`src/rtl/isa_pkg.sv`:
```
// Shared ISA definitions for the multi-cycle RISC core.
// Holds the opcode constants, IR field bit positions, the NOP encoding and the
// fetch FSM state encoding used by the fetch unit and control unit.
package isa_pkg;

  // Opcodes below OP_RTYPE_LIMIT are register-register (R-type) operations.
  localparam logic [4:0] OP_RTYPE_LIMIT = 5'd7;
  localparam logic [4:0] OP_BEQ         = 5'b00111;
  localparam logic [4:0] OP_BNE         = 5'b01000;
  localparam logic [4:0] OP_LOAD        = 5'b01001;
  localparam logic [4:0] OP_STORE       = 5'b01010;
  localparam logic [4:0] OP_JUMP        = 5'b01011;

  // IR field positions. rs2 and imm overlap on IR[16:12]/IR[15:0]; which one
  // is meaningful depends on the opcode, decoded downstream.
  localparam int OPC_MSB = 31;
  localparam int OPC_LSB = 27;
  localparam int RD_MSB  = 26;
  localparam int RD_LSB  = 22;
  localparam int RS1_MSB = 21;
  localparam int RS1_LSB = 17;
  localparam int RS2_MSB = 16;
  localparam int RS2_LSB = 12;
  localparam int IMM_MSB = 15;
  localparam int IMM_LSB = 0;

  localparam logic [31:0] NOP_INSTR = 32'h0000_0000;

  typedef enum logic [1:0] {
    FETCH_IDLE = 2'b00,  // no valid IR
    FETCH_REQ  = 2'b01,  // read outstanding, waiting for ack
    FETCH_HOLD = 2'b10   // IR holds a completed fetch
  } fetch_state_t;

  function automatic logic is_rtype(input logic [4:0] op);
    return op < OP_RTYPE_LIMIT;
  endfunction

endpackage

```
`src/rtl/ifu_next_pc.sv`:
```
// Next-PC select and adder for the instruction fetch unit (purely combinational).
// Ports: i_pc current PC; i_jump/i_branch/i_branch_cond select the update;
//        i_jump_tgt absolute jump target; i_imm raw 16-bit branch offset;
//        o_next_pc value loaded into the PC on a PC_enable edge.
module ifu_next_pc #(
  parameter int ADDR_W = 16
) (
  input  logic [ADDR_W-1:0] i_pc,
  input  logic              i_jump,
  input  logic              i_branch,
  input  logic              i_branch_cond,
  input  logic [ADDR_W-1:0] i_jump_tgt,
  input  logic [15:0]       i_imm,
  output logic [ADDR_W-1:0] o_next_pc
);

  logic [ADDR_W-1:0] w_seq_pc;
  logic [ADDR_W-1:0] w_offset;

  // All arithmetic wraps naturally at ADDR_W bits.
  assign w_seq_pc = i_pc + ADDR_W'(1);
  // Signed size cast sign-extends the branch offset to the PC width.
  assign w_offset = ADDR_W'($signed(i_imm));

  // Jump outranks a taken branch, which outranks sequential flow.
  always_comb begin
    o_next_pc = w_seq_pc;
    if (i_jump) begin
      o_next_pc = i_jump_tgt;
    end else if (i_branch && i_branch_cond) begin
      o_next_pc = w_seq_pc + w_offset;
    end
  end

endmodule

```
`src/rtl/instr_fetch_unit.sv`:
```
// Instruction fetch unit: owns PC and IR, issues handshaked reads to instruction
// memory and exposes the decoded IR fields to the control unit and datapath.
// Ports: clk/reset (async, active-high); IR_enable fetch request; PC_enable PC
//        update strobe with branch/jump/branch_cond qualifiers; imem_req/imem_addr/
//        imem_rdata/imem_ack memory handshake; opcode/rd/rs1/rs2/imm IR fields;
//        pc; instr_valid; fetch_busy; fetch_err.
// Optional: define IFU_ACK_TIMEOUT_EN to compile in the ack watchdog, which aborts
//           a fetch after TIMEOUT ack-less REQ cycles, loads a NOP and sets fetch_err.
module instr_fetch_unit
  import isa_pkg::*;
#(
  parameter int                ADDR_W   = 16,
  parameter logic [ADDR_W-1:0] RESET_PC = '0,
  parameter int                TIMEOUT  = 15
) (
  input  logic              clk,
  input  logic              reset,
  input  logic              IR_enable,
  input  logic              PC_enable,
  input  logic              branch,
  input  logic              jump,
  input  logic              branch_cond,
  output logic              imem_req,
  output logic [ADDR_W-1:0] imem_addr,
  input  logic [31:0]       imem_rdata,
  input  logic              imem_ack,
  output logic [4:0]        opcode,
  output logic [4:0]        rd,
  output logic [4:0]        rs1,
  output logic [4:0]        rs2,
  output logic [15:0]       imm,
  output logic [ADDR_W-1:0] pc,
  output logic              instr_valid,
  output logic              fetch_busy,
  output logic              fetch_err
);

  fetch_state_t      r_state;
  fetch_state_t      w_state_nxt;
  logic [31:0]       r_ir;
  logic [31:0]       w_ir_nxt;
  logic              r_instr_valid;
  logic              w_valid_nxt;
  logic [ADDR_W-1:0] r_pc;
  logic [ADDR_W-1:0] w_pc_nxt;
  logic [ADDR_W-1:0] r_req_addr;
  logic              w_capture;
  logic              w_timeout;

  // ---------------------------------------------------------------------------
  // Fetch FSM
  // ---------------------------------------------------------------------------
  always_ff @(posedge clk or posedge reset) begin
    if (reset) begin
      r_state <= FETCH_IDLE;
    end else begin
      r_state <= w_state_nxt;
    end
  end

  always_comb begin
    w_state_nxt = r_state;
    w_ir_nxt    = r_ir;
    w_valid_nxt = r_instr_valid;
    w_capture   = 1'b0;
    case (r_state)
      FETCH_IDLE, FETCH_HOLD: begin
        if (IR_enable) begin
          w_state_nxt = FETCH_REQ;
          w_capture   = 1'b1;
          w_valid_nxt = 1'b0;
        end
      end
      FETCH_REQ: begin
        // A new IR_enable here is ignored; the outstanding read must finish.
        if (imem_ack) begin
          w_state_nxt = FETCH_HOLD;
          w_ir_nxt    = imem_rdata;
          w_valid_nxt = 1'b1;
        end else if (w_timeout) begin
          w_state_nxt = FETCH_HOLD;
          w_ir_nxt    = NOP_INSTR;
          w_valid_nxt = 1'b1;
        end
      end
      default: begin
        w_state_nxt = FETCH_IDLE;
      end
    endcase
  end

  always_ff @(posedge clk or posedge reset) begin
    if (reset) begin
      r_ir          <= NOP_INSTR;
      r_instr_valid <= 1'b0;
      r_req_addr    <= RESET_PC;
    end else begin
      r_ir          <= w_ir_nxt;
      r_instr_valid <= w_valid_nxt;
      // Captures the pre-update PC even when PC_enable fires in the same cycle.
      if (w_capture) begin
        r_req_addr <= r_pc;
      end
    end
  end

  // ---------------------------------------------------------------------------
  // Program counter
  // ---------------------------------------------------------------------------
  ifu_next_pc #(
    .ADDR_W(ADDR_W)
  ) u_next_pc (
    .i_pc         (r_pc),
    .i_jump       (jump),
    .i_branch     (branch),
    .i_branch_cond(branch_cond),
    .i_jump_tgt   (r_ir[ADDR_W-1:0]),
    .i_imm        (r_ir[IMM_MSB:IMM_LSB]),
    .o_next_pc    (w_pc_nxt)
  );

  // PC updates are honoured in every fetch state; imem_addr is decoupled via
  // r_req_addr so a mid-request update does not disturb the outstanding read.
  always_ff @(posedge clk or posedge reset) begin
    if (reset) begin
      r_pc <= RESET_PC;
    end else if (PC_enable) begin
      r_pc <= w_pc_nxt;
    end
  end

  // ---------------------------------------------------------------------------
  // Ack watchdog
  // ---------------------------------------------------------------------------
`ifdef IFU_ACK_TIMEOUT_EN
  localparam int CNT_W = (TIMEOUT < 2) ? 1 : $clog2(TIMEOUT);

  logic [CNT_W-1:0] r_wd_cnt;
  logic             r_fetch_err;

  // Counter holds the number of ack-less REQ cycles already elapsed, so the
  // abort fires in the TIMEOUT-th REQ cycle. A same-cycle ack takes priority.
  assign w_timeout = (r_state == FETCH_REQ) && !imem_ack &&
                     (r_wd_cnt == CNT_W'(TIMEOUT - 1));

  always_ff @(posedge clk or posedge reset) begin
    if (reset) begin
      r_wd_cnt    <= '0;
      r_fetch_err <= 1'b0;
    end else begin
      if (w_capture) begin
        r_wd_cnt <= '0;
      end else if ((r_state == FETCH_REQ) && !imem_ack) begin
        r_wd_cnt <= r_wd_cnt + CNT_W'(1);
      end
      if (w_timeout) begin
        r_fetch_err <= 1'b1;
      end
    end
  end

  assign fetch_err = r_fetch_err;
`else
  // Without the watchdog REQ waits for ack indefinitely.
  localparam int unused_timeout = TIMEOUT;

  assign w_timeout = 1'b0;
  assign fetch_err = 1'b0;
`endif

  // ---------------------------------------------------------------------------
  // Outputs
  // ---------------------------------------------------------------------------
  // imem_req comes straight from the state register, so reset drops it at once.
  assign imem_req    = (r_state == FETCH_REQ);
  assign fetch_busy  = (r_state == FETCH_REQ);
  assign imem_addr   = r_req_addr;
  assign pc          = r_pc;
  assign instr_valid = r_instr_valid;
  assign opcode      = r_ir[OPC_MSB:OPC_LSB];
  assign rd          = r_ir[RD_MSB:RD_LSB];
  assign rs1         = r_ir[RS1_MSB:RS1_LSB];
  assign rs2         = r_ir[RS2_MSB:RS2_LSB];
  assign imm         = r_ir[IMM_MSB:IMM_LSB];

endmodule

```
`config.mk`:
```
export PLATFORM = sky130hd
export DESIGN_NAME = instr_fetch_unit
export DESIGN_NICKNAME = d
export VERILOG_FILES = /design/src/rtl/isa_pkg.sv /design/src/rtl/ifu_next_pc.sv /design/src/rtl/instr_fetch_unit.sv
export SDC_FILE = /design/constraint.sdc
export NUM_CORES = 1
export LEC_CHECK = 0
export CORE_UTILIZATION = 53
export CTS_BUF_LIST = sky130_fd_sc_hd__clkbuf_4 sky130_fd_sc_hd__clkbuf_8
export CTS_CLUSTER_DIAMETER = 200
export DETAILED_ROUTE_END_ITERATION = 8
export PLACE_DENSITY = 0.88
export REMOVE_ABC_BUFFERS = 1
export SETUP_SLACK_MARGIN = 0.3
export SLEW_MARGIN = 10
export SYNTH_ARGS = -nofsm -noshare
export SYNTH_HDL_FRONTEND = slang
export SYNTH_SLANG_ARGS = --single-unit
```
`constraint.sdc`:
```
create_clock -name clk -period 5.98 [get_ports clk]
set_clock_uncertainty 0.1 [all_clocks]
set_input_delay 0.598 -clock clk [delete_from_list [all_inputs] [get_ports clk]]
set_output_delay 0.598 -clock clk [all_outputs]
set_load 0.005 [all_outputs]
```
==> flow_summary.json, run 1 <==
{
  "outcome": "completed",
  "num_vias": 3337,
  "grt_first_pass_wirelength_microns": 15600,
  "yosysUniqueCellTypes": 47,
  "syn_inst": 366,
  "antenna_found_initial": 0,
  "cts-root-buf": "clkbuf_8",
  "clock.fmax_ghz": 0.292,
  "drt-initial-drc-count": 273,
  "min_path_type": "flip-flop to flip-flop",
  "ant_nets": 0,
  "die_w_microns": 87.0,
  "tightest_slew_ps": 891,
  "clk_pin_slew_worst_paths_ps": 80,
  "grt_max_degree": 68,
  "ys_seq_elements": 67,
  "core_area_sq_mm": 0.00691,
  "h-tree-depth": 3,
  "yosysTopAreaCell": "dfrtp_1",
  "powerDensity_mw_per_mm2": 545,
  "period_share_pct": 57.2,
  "design_area_sq_mm": 0.00517,
  "ioPinCount": 112,
  "async_flop_share_pct": 100,
  "avgSynthCellArea_sq_um": 10.5,
  "vdd_ir_drop_max_mv": 0.244,
  "postCtsHoldBufs": 0,
  "grt_pass1_vias": 3257,
  "synth.top_cell.area_share_pct": 43.8,
  "ys_top_cells_by_count": "dfrtp_1, mux2_2, nand2_1",
  "max_cap_viol_count": 0,
  "place_congestion": 0.922,
  "initial_core_util_pct": 55.5,
  "r2r_slack_ps": 2560,
  "critical_path_class": "flip-flop to flip-flop",
  "fin_tns_setup_ps": 0,
  "grt_usage_pct": 26.5,
  "syn_to_final_growth_pct": 34.9,
  "p_leak_nw": 2.19,
  "yosysMostFrequentCell": "dfrtp_1",
  "cts_tree": "done",
  "worstPathMaxFanout": 8,
  "drc": 0,
  "routed_wl_microns": 9560,
  "period_needed_ps": 3420,
  "relSlewSlack_pct": 40.6,
  "critPathArrivalTime_ps": 3590,
  "die_y_microns": 87.0,
  "synthTopCellsByArea": "dfrtp_1, mux2_2, ha_1",
  "postCtsSetupBuffers": 0,
  "drive_gt1_share_pct": 15.0,
  "diodes": 0,
  "first_pass_iters": 6,
  "yosysWarningCount": 0,
  "utilization_pct": 74.9,
  "regToRegStartpoint": "pc[2]",
  "cts_inserted_buffers": 9,
  "dpl_cell_area_sq_mm": 0.00497,
  "maxSlewViolCount": 0,
  "place_ws_ps": 2660,
  "cp-endpoint": "pc[14]",
  "die_area_sq_mm": 0.00757,
  "overflow": 0,
  "timing.final.hold_violations": 0,
  "cts_sinks": 67,
  "critPathLaunchType": "flip-flop",
  "vias_per_cell": 5.85,
  "dp_hpwl_microns": 7030,
  "io_buffers": 110,
  "setup_ws_ps": 2560,
  "clk_latency_ps": 330,
  "r2r_cells": 11,
  "cts_resized": 0,
  "cp.required_ps": 6140,
  "rsz0062_at_grt": "false",
  "syn-cell-area_sq_mm": 0.00383,
  "synth_ff_type": "dfrtp_1",
  "r2r_end": "pc[14]",
  "end_kind": "flip-flop",
  "wl_per_cell_microns": 16.8,
  "fp-row-count": 30,
  "fin_nets": 530,
  "critical_path.startpoint": "pc[2]",
  "setup_viol": 0,
  "seq_area_frac_synth_pct": 43.8,
  "synth-edff-count": 0,
  "cts_buffer_depth": 2
}
kinds of logic (layout without fill, tap and decap cells):
family,Yosys count,in the layout,share of synthesized area (%)
buffers and inverters,30,138,3.56
muxes,45,45,13.2
other,1,1,0.0979
and+or+nand+nor,82,82,10.8
AOI/OAI and AO/OA,93,93,15.3
adders and majority gates,21,21,7.05
DFF,67,67,43.8
xor gates and xnor gates,27,27,6.17
routing by layer:
| metal | track usage [%] | vias up | wire, microns |
|---|---|---|---|
| met3 | 5.31 | 16 | 697 |
| met5 | 0 | - | 0 |
| met1 | 35.5 | 1603 | 4100 |
| li1 | - | 1533 | - |
| met4 | 9.09 | 0 | 136 |
| met2 | 43.0 | 185 | 4620 |
critical path, cell delays in order (launching register included):
cell,delay (ps)
dfrtp_1,500
and4_4,310
nand4_4,150
nor2_1,180
xnor2_1,230
ha_1,360
and2_1,180
a221o_1,330
or3b_1,360
o22ai_1,180
mux2_2,360
o21ai_0,130
power breakdown:
part           switching (mW)  internal (mW)
registers               0.220          0.653
logic                   0.689          0.879
clock network           0.171          0.207
cells in the final DEF (no fill, tap or decap), drive strengths merged, types with 2 or more instances in the layout:
master,Yosys,layout
clkinv,0,3
xor2,12,12
a21o,10,10
or4,2,2
dfrtp,67,67
clkdlybuf4s50,0,110
a21oi,16,16
inv,9,9
nand3,6,6
nor3,3,3
o22ai,7,7
nand4,8,8
ha,20,20
nand2,29,29
and2,3,3
buf,8,3
clkbuf,13,11
mux2,44,44
o31ai,2,2
o21ai,27,27
and3,5,5
a221oi,2,2
nand2b,6,6
a31oi,8,8
o211ai,2,2
a211oi,4,4
o311ai,2,2
nor2,18,18
a31o,2,2
a22oi,4,4
xnor2,15,15
metrics by stage:
step | power (mW) | hold WS [ps] | std cells
3_5_place_dp | 2.42 | 370 | 554
3_3_place_gp | 2.36 | 358 | 554
6_report | 2.82 | 382 | 570
5_1_grt | 3.01 | 416 | 570
4_1_cts | 2.81 | 387 | 570
2_1_floorplan | 1.72 | 349 | 345
registers in the layout (all words and copies together), names as in the netlist:
register	count
r_state	2
imem_addr	16
instr_valid	1
pc	16
r_ir	32
worst min-delay path by stage:
stage                   from            end  slack, ps  cells after the start
2_1_floorplan     r_state[0]     r_state[1]        350                      1
3_3_place_gp      r_state[0]     r_state[1]        360                      1
3_5_place_dp   imem_addr[11]  imem_addr[11]        370                      2
4_1_cts          instr_valid    instr_valid        390                      2
5_1_grt         imem_addr[9]   imem_addr[9]        420                      2
6_report       imem_addr[11]  imem_addr[11]        380                      2
final cells by class:
cell class	count	area, sq um
clock buffer	11	145
timing repair buffer	113	1120
inverter	9	33.8
fill	521	1740
clock inverter	5	52.6
sequential	67	1680
tap	96	120
multi-input combinational	269	2020
No activity file was read; power rests on OpenSTA's default activity.
==> run 2: changes to the inputs <==
--- a/config.mk
+++ b/config.mk
@@ -5,11 +5,11 @@
 export SDC_FILE = /design/constraint.sdc
 export NUM_CORES = 1
 export LEC_CHECK = 0
-export CORE_UTILIZATION = 53
+export CORE_UTILIZATION = 49
 export CTS_BUF_LIST = sky130_fd_sc_hd__clkbuf_4 sky130_fd_sc_hd__clkbuf_8
 export CTS_CLUSTER_DIAMETER = 200
 export DETAILED_ROUTE_END_ITERATION = 8
-export PLACE_DENSITY = 0.88
+export PLACE_DENSITY = 0.82
 export REMOVE_ABC_BUFFERS = 1
 export SETUP_SLACK_MARGIN = 0.3
 export SLEW_MARGIN = 10
==> constraint.sdc (replaced) <==
create_clock -name clk -period 3.2 [get_ports clk]
set_clock_uncertainty 0.1 [all_clocks]
set_input_delay 0.32 -clock clk [delete_from_list [all_inputs] [get_ports clk]]
set_output_delay 0.32 -clock clk [all_outputs]
set_load 0.005 [all_outputs]
==> flow_summary.json, run 2 (same netlist as run 1, synthesis figures left out) <==
{
  "cts_sinks": 67,
  "postCtsHoldBufs": 0,
  "critPathLaunchType": "flip-flop",
  "ioPinCount": 112,
  "total_power_mw": 5.77,
  "h-tree-depth": 3,
  "fin_cells": 590,
  "critical_path_class": "flip-flop to flip-flop",
  "die_area_sq_mm": 0.00818,
  "cts_buffer_depth": 2,
  "grt_max_degree": 45,
  "grt_usage_pct": 25.3,
  "end_kind": "flip-flop",
  "grt_pass1_vias": 3315,
  "io_buffers": 110,
  "worstPathMaxFanout": 5,
  "p_leak_nw": 2.37,
  "dpl_cell_area_sq_mm": 0.00505,
  "tightest_slew_ps": 900,
  "setup_viol": 0,
  "vias_per_cell": 5.76,
  "cts-root-buf": "clkbuf_8",
  "vdd_ir_drop_max_mv": 0.533,
  "clk_pin_slew_worst_paths_ps": 80,
  "timing.final.hold_violations": 0,
  "fin_tns_setup_ps": 0,
  "place_congestion": 0.863,
  "core_area_sq_mm": 0.00741,
  "most-common-layout-cells": "clkdlybuf4s50_1, dfrtp_1, mux2_2",
  "fin_nets": 547,
  "relSlewSlack_pct": 39.9,
  "die_w_microns": 90.4,
  "antenna_found_initial": 0,
  "cts_tree": "done",
  "layout_commonest_cell": "clkdlybuf4s50_1",
  "drc": 0,
  "min_path_type": "primary input to async pin",
  "dpl.cell_count": 567,
  "regMostFlops": "r_ir",
  "design_area_sq_mm": 0.00553,
  "cts_inserted_buffers": 9,
  "routed_wl_microns": 10300,
  "diodes": 0,
  "drt-initial-drc-count": 174,
  "critPathArrivalTime_ps": 3170,
  "overflow": 0,
  "num_vias": 3399,
  "clk_latency_ps": 340,
  "drive_gt1_share_pct": 23.6,
  "outcome": "completed",
  "ant_nets": 0,
  "syn_to_final_growth_pct": 44.4,
  "clock.fmax_ghz": 0.334,
  "cp.required_ps": 3370,
  "powerDensity_mw_per_mm2": 1040,
  "wl_per_cell_microns": 17.5,
  "fin_hold_ws_ps": 376,
  "dp_hpwl_microns": 7260,
  "largest_reg_flops": 32,
  "max_cap_viol_count": 0,
  "first_pass_iters": 5,
  "period_share_pct": 93.5,
  "initial_core_util_pct": 51.7,
  "maxSlewViolCount": 0,
  "die_y_microns": 90.4,
  "period_needed_ps": 2990,
  "grt_first_pass_wirelength_microns": 16500,
  "rsz0062_at_grt": "true",
  "fp-row-count": 31
}
-- run 2: cell types whose count changed in the layout (fill, tap and decap cells not counted), moves of 3 or more --
cell / previous run / this run
xnor2_2: 0 / 9
ha_1: 20 / 16
a31oi_1: 8 / 5
xnor2_1: 15 / 5
ha_4: 0 / 3
a31oi_2: 0 / 3
buf_4: 3 / 20
-- run 2: cell type report --
cell class | instances | area [sq um]
inverter | 9 | 33.8
timing repair buffer | 130 | 1250
clock inverter | 6 | 88.8
fill | 512 | 1880
clock buffer | 10 | 138
multi-input combinational | 269 | 2220
tap | 99 | 124
sequential | 67 | 1680
-- run 2: worst paths after layout --
| kind | startpoint | to | slack [ps] | cells after the start |
|---|---|---|---|---|
| setup / recovery | pc[4] | pc[14] | 210 | 11 |
| hold / removal | reset | r_ir[1] | 380 | 2 |
| setup reg to reg | pc[4] | pc[14] | 210 | 11 |
| hold reg to reg | instr_valid | instr_valid | 380 | 2 |
| max in group asynchronous | reset | r_ir[27] | 1900 | 3 |
| min in group clk | instr_valid | instr_valid | 380 | 2 |
-- run 2: stage by stage --
stage	utilization, %	setup slack, ps
after floorplan	-	157
after global routing	74.7	103
final	74.7	207
after CTS	72.8	279
after global placement	68.2	157
after detailed placement	68.2	28.0
-- run 2: report_power, final --
part	leakage, nW	switching, mW	internal, mW
Combinational	1.46	1.46	1.88
Sequential	0.794	0.405	1.22
Clock	0.108	0.342	0.460
Total	2.37	2.21	3.56
-- run 2: repair_timing --
item,in CTS,in global routing
resized for setup,19,17
pin swaps,10,12
buffers inserted,3,4
endpoints found under the setup margin,4,9
-- run 2: worst max-delay path, stage by stage (launching register included) --
cell	delay, ps
dfrtp_1	370
and4_4	270
nand4_4	150
nor2_4	170
xnor2_2	150
ha_1	280
and2_1	140
a221o_1	340
or3b_1	370
o22ai_2	150
mux2_4	320
o21ai_2	100
-- run 2: layer usage --
metal	share of wire (%)	global-route usage [%]	vias up	wire, microns
met5	0	0	-	0
met4	1.5	9.14	0	158
met3	6.0	4.21	20	619
met2	49	42.4	155	5090
met1	43	33.2	1656	4450
li1	-	-	1568	-
==> run 3: changes to the inputs <==
--- a/config.mk
+++ b/config.mk
@@ -5,13 +5,14 @@
 export SDC_FILE = /design/constraint.sdc
 export NUM_CORES = 1
 export LEC_CHECK = 0
+export ABC_CLOCK_PERIOD_IN_PS = 3200
 export CORE_UTILIZATION = 49
 export CTS_BUF_LIST = sky130_fd_sc_hd__clkbuf_4 sky130_fd_sc_hd__clkbuf_8
 export CTS_CLUSTER_DIAMETER = 200
 export DETAILED_ROUTE_END_ITERATION = 8
 export PLACE_DENSITY = 0.82
 export REMOVE_ABC_BUFFERS = 1
-export SETUP_SLACK_MARGIN = 0.3
+export SETUP_SLACK_MARGIN = 0.15
 export SLEW_MARGIN = 10
 export SYNTH_ARGS = -nofsm -noshare
 export SYNTH_HDL_FRONTEND = slang
==> flow_summary.json, run 3 (same netlist as run 1, synthesis figures left out) <==
{
  "outcome": "completed",
  "layout_commonest_cell": "clkdlybuf4s50_1",
  "vias_per_cell": 5.80,
  "grt_usage_pct": 25.0,
  "die_w_microns": 90.4,
  "rsz0062_at_grt": "true",
  "syn_to_final_growth_pct": 40.7,
  "cts_buffer_depth": 2,
  "critPathLaunchType": "flip-flop",
  "drt-initial-drc-count": 227,
  "cts-root-buf": "clkbuf_8",
  "diodes": 0,
  "worstPathMaxFanout": 5,
  "cp_slowest_stage_delay_ps": 390,
  "period_needed_ps": 3000,
  "critPathArrivalTime_ps": 3160,
  "initial_core_util_pct": 51.7,
  "vdd_ir_drop_max_mv": 0.518,
  "dp_hpwl_microns": 7260,
  "grt_first_pass_wirelength_microns": 16300,
  "cts_inserted_buffers": 9,
  "period_share_pct": 93.7,
  "dpl_cell_area_sq_mm": 0.00505,
  "multi_input_comb_area_sq_mm": 0.00210,
  "relSlewSlack_pct": 40.0,
  "end_kind": "flip-flop",
  "die_area_sq_mm": 0.00818,
  "clock.fmax_ghz": 0.334,
  "clk_latency_ps": 340,
  "p_leak_nw": 2.30,
  "wl_per_cell_microns": 17.1,
  "num_vias": 3396,
  "fin_nets": 543,
  "io_buffers": 110,
  "cp_slowest_cell": "or3b_1",
  "ioPinCount": 112,
  "first_pass_iters": 5,
  "path_delay_family": "simple AND/OR/NAND/NOR gates",
  "min_path_type": "primary input to async pin",
  "regMostFlops": "r_ir",
  "fp-row-count": 31,
  "critical_path_class": "flip-flop to flip-flop",
  "cp.required_ps": 3370,
  "cts_tree": "done",
  "setup_viol": 0,
  "fin_cells": 586,
  "drc": 0,
  "largest_reg_flops": 32,
  "met1_usage_pct": 33.5,
  "postCtsHoldBufs": 0,
  "regArea_sq_mm": 0.00168,
  "ant_nets": 0,
  "overflow": 0,
  "powerDensity_mw_per_mm2": 1040,
  "crit_path_cell_trace": "and4_4, nand4_4, nor2_1, xnor2_1, ha_1, a21oi_2, or3b_1, o22ai_2, mux2_2, o21ai_1",
  "core_area_sq_mm": 0.00741,
  "dpl.cell_count": 567,
  "place_congestion": 0.863,
  "use_met2_pct": 41.2,
  "cts_sinks": 67,
  "design_area_sq_mm": 0.00539,
  "grt_pass1_vias": 3258,
  "tightest_slew_ps": 899,
  "nFillCells": 529,
  "max_cap_viol_count": 0,
  "cp.buffers_inverters": 0,
  "h-tree-depth": 3,
  "grt.busiest_layer": "met2",
  "timing.final.hold_violations": 0,
  "antenna_found_initial": 0,
  "maxSlewViolCount": 0,
  "die_y_microns": 90.4,
  "routed_wl_microns": 10000,
  "gr-usage-met3_pct": 4.12,
  "most-common-layout-cells": "clkdlybuf4s50_1, dfrtp_1, mux2_2",
  "drive_gt1_share_pct": 20.3,
  "grt_max_degree": 45,
  "fin_tns_setup_ps": 0,
  "clk_pin_slew_worst_paths_ps": 80
}
-- run 3: per-layer routing --
| metal | routed length, microns | vias up | part of all wire (%) |
|---|---|---|---|
| met4 | 146 | 0 | 1.5 |
| met5 | 0 | - | 0 |
| met3 | 583 | 15 | 5.8 |
| met2 | 4910 | 167 | 49 |
| li1 | - | 1554 | - |
| met1 | 4400 | 1660 | 44 |
-- run 3: cell type report --
type                       instances  share of cell area [%]
tap                               99                    2.30
sequential                        67                    31.2
inverter                           9                   0.627
clock inverter                     6                    1.65
timing repair buffer             126                    22.7
clock buffer                      10                    2.55
multi-input combinational        269                    39.1
-- run 3: path summary, 6_finish.rpt --
kind	startpoint	endpoint	slack, ps	cells past startpoint
worst max-delay path	pc[4]	pc[14]	200	10
worst min-delay path	reset	r_ir[1]	380	2
worst max register to register	pc[4]	pc[14]	200	10
worst min register to register	instr_valid	instr_valid	380	2
max in group asynchronous	reset	r_ir[27]	1900	3
min in group clk	instr_valid	instr_valid	380	2
-- run 3: power by group --
part,internal [mW],switching [mW]
clock,0.460,0.342
sequential,1.22,0.386
combinational,1.77,1.41
total,3.46,2.13
-- run 3: what timing repair did --
item,in CTS,in global routing
pin swaps,3,4
setup endpoints to repair,3,4
setup buffers,2,1
resized for setup,7,11
-- run 3: through the flow --
step	setup slack, ps	hold WS, ps	total power [mW]	utilization, %
after floorplan	157	328	3.21	-
after global placement	157	357	4.51	68.2
after detailed placement	28.0	364	4.60	68.2
after CTS	183	383	5.47	71.8
after global routing	88.8	404	5.94	72.7
final	203	376	5.59	72.7
